**src/rtl/spi_master.sv**
```systemverilog
// Byte-wide SPI master, mode 0, MSB first, for SD-card access.
// Also drives card power-up clocking and chip select.
module spi_master #(
  parameter int DIV           = 2,
  parameter int TIMEOUT_BYTES = 256
) (
  input  logic       clock,
  input  logic       reset_n,
  output logic       spi_cs,
  output logic       spi_sclk,
  input  logic       spi_miso,
  output logic       spi_mosi,
  input  logic       spi_sent,
  input  logic [1:0] spi_cmd,
  output logic [7:0] spi_din,
  input  logic [7:0] spi_out,
  output logic [1:0] spi_st
);

  typedef enum logic [1:0] {
    IDLE,
    SHIFT,
    DUMMY,
    DONE
  } state_t;

  localparam logic [1:0] CMD_XFER  = 2'd0;
  localparam logic [1:0] CMD_INIT  = 2'd1;
  localparam logic [1:0] CMD_SEL   = 2'd2;
  localparam logic [1:0] CMD_DESEL = 2'd3;

  localparam logic [7:0]  DIV_M1 = 8'(DIV - 1);
  localparam logic [15:0] TO_MAX = 16'(TIMEOUT_BYTES);
  localparam logic [15:0] TO_M1  = 16'(TIMEOUT_BYTES - 1);

  state_t      state;
  state_t      state_nxt;
  logic        sent_q;
  logic        start;
  logic [7:0]  ctr;
  logic [7:0]  ph;
  logic [7:0]  last_ph;
  logic [7:0]  ctr_nxt;
  logic [7:0]  ph_nxt;
  logic        ph_end;
  logic        at_end;
  logic [7:0]  tx;
  logic [7:0]  rx;
  logic        is_xfer;
  logic        tout;
  logic [15:0] ff_cnt;

  assign start   = spi_sent & ~sent_q;
  assign ph_end  = (ctr == DIV_M1);
  assign ctr_nxt = ph_end ? 8'd0 : ctr + 8'd1;
  assign ph_nxt  = ph_end ? ph + 8'd1 : ph;
  // Leave the clocking state one cycle early: DONE is the final high cycle.
  assign at_end  = (ph_nxt == last_ph) && (ctr_nxt == DIV_M1);
  assign spi_st  = {tout, state != IDLE};

  always_ff @(posedge clock) begin
    if (!reset_n) begin
      state <= IDLE;
    end else begin
      state <= state_nxt;
    end
  end

  always_comb begin
    state_nxt = state;
    unique case (state)
      IDLE: begin
        if (start) begin
          unique case (spi_cmd)
            CMD_XFER:  state_nxt = SHIFT;
            CMD_INIT:  state_nxt = DUMMY;
            CMD_SEL:   state_nxt = DONE;
            CMD_DESEL: state_nxt = DUMMY;
          endcase
        end
      end
      SHIFT, DUMMY: begin
        if (at_end) state_nxt = DONE;
      end
      DONE: state_nxt = IDLE;
    endcase
  end

  always_ff @(posedge clock) begin
    if (!reset_n) begin
      sent_q   <= 1'b0;
      spi_cs   <= 1'b1;
      spi_sclk <= 1'b0;
      spi_mosi <= 1'b1;
      spi_din  <= 8'hFF;
      tout     <= 1'b0;
      ff_cnt   <= 16'd0;
      ctr      <= 8'd0;
      ph       <= 8'd0;
      last_ph  <= 8'd15;
      tx       <= 8'hFF;
      rx       <= 8'hFF;
      is_xfer  <= 1'b0;
    end else begin
      sent_q <= spi_sent;
      unique case (state)
        IDLE: begin
          if (start) begin
            ctr     <= 8'd0;
            ph      <= 8'd0;
            is_xfer <= (spi_cmd == CMD_XFER);
            last_ph <= (spi_cmd == CMD_INIT) ? 8'd159 : 8'd15;
            unique case (spi_cmd)
              CMD_XFER: begin
                tx       <= spi_out;
                spi_mosi <= spi_out[7];
              end
              CMD_INIT: begin
                spi_cs <= 1'b1;
                tout   <= 1'b0;
                ff_cnt <= 16'd0;
              end
              CMD_SEL: begin
                spi_cs <= 1'b0;
                tout   <= 1'b0;
                ff_cnt <= 16'd0;
              end
              CMD_DESEL: spi_cs <= 1'b1;
            endcase
          end
        end
        SHIFT, DUMMY: begin
          ctr <= ctr_nxt;
          ph  <= ph_nxt;
          if (ph_end) begin
            spi_sclk <= ~spi_sclk;
            if (state == SHIFT) begin
              if (!spi_sclk) begin
                rx <= {rx[6:0], spi_miso};
              end else begin
                tx       <= {tx[6:0], 1'b1};
                spi_mosi <= tx[6];
              end
            end
          end
        end
        DONE: begin
          spi_sclk <= 1'b0;
          spi_mosi <= 1'b1;
          if (is_xfer) begin
            spi_din <= rx;
            if (rx == 8'hFF) begin
              if (ff_cnt != TO_MAX) ff_cnt <= ff_cnt + 16'd1;
              if (ff_cnt >= TO_M1) tout <= 1'b1;
            end else begin
              ff_cnt <= 16'd0;
            end
          end
        end
      endcase
    end
  end

endmodule

```
**config.mk**
```make
export PLATFORM = sky130hd
export DESIGN_NAME = spi_master
export DESIGN_NICKNAME = d
export VERILOG_FILES = /design/src/rtl/spi_master.sv
export SDC_FILE = /design/constraint.sdc
export NUM_CORES = 1
export LEC_CHECK = 0
export BUFFER_PORTS_ARGS = -buffer_cell sky130_fd_sc_hd__buf_2
export CORE_MARGIN = 1
export CORE_UTILIZATION = 40
export CTS_BUF_LIST = sky130_fd_sc_hd__clkbuf_2
export CTS_CLUSTER_SIZE = 20
export DETAILED_ROUTE_END_ITERATION = 8
export HOLD_SLACK_MARGIN = 0.03
export SYNTH_ARGS = -nofsm -noshare
export SYNTH_HDL_FRONTEND = slang
export SYNTH_SLANG_ARGS = --single-unit
```
**constraint.sdc**
```tcl
create_clock -name clock -period 3.4 [get_ports clock]
set_clock_uncertainty 0.2 [all_clocks]
set_input_delay 0.17 -clock clock [delete_from_list [all_inputs] [get_ports clock]]
set_output_delay 0.17 -clock clock [all_outputs]
set_load 0.005 [all_outputs]
```
Word-level counts from Yosys, hierarchy flattened
Cells that the tools add are included.
{ "word_totals": {"reg_bits": 71, "inputBits": 14, "output_inout_bits": 13, "wordCells": 102} }
{ "op_classes": {"n_addsub": 3, "order_cmp": 1, "n_eq_ne": 22, "n_mux": 37, "bitwise_logic": 3, "reduce_logical": 22} }
{ "op_table": {"columns": ["cell", "n"], "rows": [
  ["2-to-1 mux 16 bit", 5],
  ["2-to-1 mux 7 bit", 5],
  ["2-to-1 mux 8 bit", 4],
  ["one-hot mux 16 bit (2 select lines)", 1],
  ["one-hot mux 8 bit (2 select lines)", 2],
  ["!= test 2 bit, second input constant", 10],
  ["adder 16 x 1 -> 16 bit, second input constant", 1],
  ["adder 8 x 1 -> 8 bit, second input constant", 2],
  ["== test 8 x 1 -> 1 bit, second input constant", 2],
  [">= comparator 16 x 8 -> 1 bit, second input constant", 1],
  ["!= test 16 x 9 -> 1 bit, second input constant", 1],
  ["one-hot mux 7 bit (2 select lines)", 1],
  ["one-hot mux 2 bit (3 select lines)", 2],
  ["AND reduction 6 bit", 2],
  ["2-to-1 mux 1 bit", 11],
  ["AND reduction 2 bit", 5],
  ["AND reduction 5 bit", 2],
  ["nonzero test 2 bit", 5],
  ["== test 2 bit, second input constant", 4],
  ["== test 8 bit", 1],
  ["== test 8 bit, second input constant", 1],
  ["one-hot mux 1 bit (2 select lines)", 3],
  ["OR reduction 2 bit", 3],
  ["== test 2 x 1 -> 1 bit, second input constant", 2],
  ["other kinds (9)", 12]
]} }

Depth between registers and ports, before layout
{ "logic_depth": {"ltp_word": 6, "depth_mapped": 12, "ltp_nobuf": 9} }

Worst setup path after synthesis
No wires, ideal clock.
{ "synth_timing": {"kind": "register to register", "startpoint": "register state[0]", "endpoint": "register ff_cnt[13]", "setup_time_ns": 0.128, "t_arrival_ns": 2.045, "t_required_ns": 3.072, "slack_ns": 1.028, "stages_incl_launch_ff": 11, "n_path_buf": 1, "period_less_slack_ns": 2.372, "path_cell_list": "dfxtp_1 > inv_1 > ha_1 > clkbuf_1 > nand2b_1 > a22oi_1 > o21ai_1 > nor4_1 > nand3_1 > xor2_1 > nor2_1"} }
{ "synth_via": {"elab_chain_cells": 3, "elab_cells_between_ends": 9, "classes_between": "5 x eq/ne; 1 x mux; 3 x reduce/logical"} }
{ "synth_lines": {"columns": ["element", "line", "source"], "rows": [
  ["start: declaration", "36", "state_t state;"],
  ["start signal: assignment", "65", "state <= state_nxt;"],
  ["== test 2 bit / zero test 2 bit (equally long branches)", "106", "unique case (state)"],
  ["!= test 3 bit (no line), or another cell as far along", null, null],
  ["AND reduction 5 bit (no line)", null, null],
  ["end signal: assignment", "153", "if (ff_cnt != TO_MAX) ff_cnt <= ff_cnt + 16'd1;"],
  ["end: declaration", "51", "logic [15:0] ff_cnt;"]
]} }
Parallel ways exist; a longest one is shown, timed or not.
A chain may end at the register's enable or synchronous reset.

Final worst setup path
{ "layout_timing": {"startpoint": "register ctr[0]", "endpoint": "register tx[0]"} }
{ "layout_via": {"elab_chain_cells": 3} }
{ "layout_lines": {"columns": ["element", "line", "source"], "rows": [
  ["start: declaration", "40", "logic [7:0] ctr;"],
  ["start signal: assignment", "133", "ctr <= ctr_nxt;"],
  ["== test 8 x 1 -> 1 bit", "54", "assign ph_end = (ctr == DIV_M1);"],
  ["!= test 2 bit (no line)", null, null],
  ["AND reduction 6 bit (no line)", null, null],
  ["end signal: assignment", "115", "tx <= spi_out;"],
  ["end signal: assignment", "141", "tx <= {tx[6:0], 1'b1};"],
  ["end: declaration", "47", "logic [7:0] tx;"]
]} }
Every way passes these cells.

==> out/results.ini <==
[status]
status = complete, no violations

[global_route]
antenna_found_initial = 0
grt_max_degree = 52
overflow = 0
grt_use_total = 0.179
first_global_vias = 2581
grt_pass1_wl_mm = 12.1

[sta]
post-route-period-util = 0.903
slew_violations = 0
max_slew_margin = 0.607
worst_pin_slew_ns = 0.585
fin_crit_ns = 3.07
rsz0062_at_grt = false
setup_viol = 0
hold_viol_final = 0
fin_setup_tns_ns = 0
fmax_mhz = 326
whs_ns = 0.271

[route]
drt-total-wl_mm = 6.94
drtAntennaViolNets = 0
drc_errors = 0
wl_per_cell_um = 12.5
dr.pass1.iters = 4
viasPerCell = 5.06
drtIter0Drc = 132
num_vias = 2805

[yosys]
synth_enable_flop_cells = 0
ys_types = 49
synthFlopType = dfxtp_1
ys_seq_area_frac = 0.392
async_flop_share = 0
synth_seq_cells = 64
syn_avg_cell_area_um2 = 8.20
ys.warnings.count = 0
syn_nets = 426
netlist_area_um2 = 3260
synthCells = 398

[setup_path]
crit_chain = ha_1 -> nor4b_4 -> and2_2 -> nand2_1 -> a211o_1 -> or2_2 -> nor3_1 -> o21ai_1 -> dlygate4sd3_1
worstSetupStartpointType = flip-flop
criticalPathCategory = flip-flop to flip-flop
critPathTopFamily = simple AND/OR/NAND/NOR gates
cp_num_buf_inv = 1
cp_slowest_stage_delay_ns = 0.58
arrival_ns = 3.29
reg2reg_depth = 9
crit_fanout = 14
worstSetupEndpointType = flip-flop
slowest_stage = dlygate4sd3_1
cp_num_cells = 9
crit_required_ns = 3.62
reg2reg_slack_ns = 0.33

[power]
pwr-share-comb = 0.346
p_sw_mw = 0.784
leakagePower_nw = 1.56
p_clk_frac = 0.236
total_power_mw = 2.08
pwr-share-seq = 0.418
power.density_nw_per_um2 = 540
ir_drop_uv = 230
p_sw_frac = 0.378
p_int_mw = 1.29

[place]
placed_cells = 512
portBuffers = 26
gp_congestion = 0.833
hpwl_mm = 4.63

[finish]
diodes = 0
syn2layout_area_growth_pct = 17.8
nNetsFinal = 475
seq_area_um2 = 1280
layout-drive-gt1-share = 0.131
num-fill-cells = 771
post-route-util = 0.492
layout.cells.non_filler = 554
multiInputGateArea_um2 = 1850

[floorplan]
rows = 32
start_util = 0.418
ioPinCount = 27
die_h_um = 92.3
dieArea_um2 = 8530
core_area_um2 = 7810
die_w_um = 92.3

[clock_network]
h-tree-depth = 3
clk_pin_slew_ns = 0.21
cts_buffers = 9
cts_setup_buffers = 0
cts_tree = yes
cts_root_buf = clkbuf_2
clock-sinks = 64
cts.path.max_buffers = 2
clk_latency_ns = 0.52

[worst_hold_path]
whs_path_depth = 3
hold_path.class = input pin to flip-flop

[flow_run]
max-cap-violations = 0

==> worst min-delay path, delay by kind of cell <==
| family | cells | cell delay [ns] |
|---|---|---|
| buffers and inverters | 2 | 0.68 |
| and+or+nand+nor | 1 | 0.12 |
==> worst paths after layout <==
| path | end | startpoint |
|---|---|---|
| max | tx[0]$_SDFFE_PN1P_ | ctr[0]$_SDFFE_PN0P_ |
| min | sent_q$_SDFF_PN0_ | spi_sent |
| max reg2reg | tx[0]$_SDFFE_PN1P_ | ctr[0]$_SDFFE_PN0P_ |
| min reg2reg | spi_din[6]$_SDFFE_PN1P_ | spi_din[6]$_SDFFE_PN1P_ |
==> flip-flops by register name, summed over array words and instances (netlist names) <==
register / flops
spi_cs: 1
tx: 7
sent_q: 1
spi_sclk: 1
tout: 1
is_xfer: 1
spi_din: 8
ctr: 8
ff_cnt: 16
ph: 8
last_ph: 1
rx: 8
spi_mosi: 1
state: 2
==> per-stage QoR <==
| step | setup slack, ns | cell area (um^2) |
|---|---|---|
| 2_1_floorplan | 1.03 | 3260 |
| 3_3_place_gp | 0.697 | 3460 |
| 3_5_place_dp | 0.575 | 3460 |
| 4_1_cts | 0.170 | 3840 |
| 5_1_grt | 0.0603 | 3840 |
| 6_report | 0.330 | 3840 |
==> metal layers <==
layer	vias up	track usage	share of wire
met5	-	0	0
li1	1464	-	-
met2	51	0.266	0.43
met3	14	0.0271	0.031
met4	0	0.0951	0.025
met1	1276	0.249	0.51
==> cells by family after synthesis <==
family / Yosys count / share of synthesized area
AND/OR/NAND/NOR: 208 / 0.316
flip-flops: 64 / 0.392
AO/OA/AOI/OAI: 54 / 0.114
buffers and inverters: 28 / 0.0402
XOR/XNOR: 21 / 0.0563
adder cells (fa/ha/maj): 14 / 0.0537
multiplexers: 9 / 0.0276
==> cell type report <==
type / instances / share of cell area
Sequential cell: 64 / 0.334
Inverter: 10 / 0.00976
Multi-Input combinational cell: 306 / 0.482
Timing Repair Buffer: 56 / 0.109
Clock buffer: 9 / 0.0117
Clock inverter: 7 / 0.0205
Tap cell: 102 / 0.0332
==> what timing repair did <==
item	in CTS	in global routing
endpoints found under the setup margin	0	7
gates resized for setup	0	3
hold buffers	26	0
hold endpoints to repair	48	0
==> synth_stat cells (all sizes together), types with 10 or more instances <==
cell | number | area share
nand2 | 80 | 0.093
dfxtp | 64 | 0.39
nand3 | 35 | 0.054
nor2 | 24 | 0.028
a21oi | 15 | 0.023
ha | 14 | 0.054
o21ai | 14 | 0.021
and2 | 13 | 0.025
clkbuf | 13 | 0.015
nor3 | 12 | 0.020
xor2 | 12 | 0.032
nor2b | 11 | 0.021
inv | 10 | 0.011
==> cells in the final DEF (no fill, tap or decap), types with 10 or more instances in the layout <==
cell type,count
buf_2,26
dfxtp_1,63
nor2b_1,11
a21oi_1,15
inv_1,10
o21ai_0,12
nor2_1,24
xor2_1,12
nand2_1,79
nand3_1,35
ha_1,14
nor3_1,11
and2_1,12
dlygate4sd3_1,26
==> power by group through the flow <==
stage	Sequential (mW)	Combinational, mW	Clock [mW]
floorplan	0.869	0.541	0
global placement	0.879	0.648	0
detailed placement	0.882	0.647	0
CTS	0.867	0.716	0.506
global route	0.880	0.811	0.534
finish	0.869	0.718	0.490
Power figures use the tool's default switching activity.
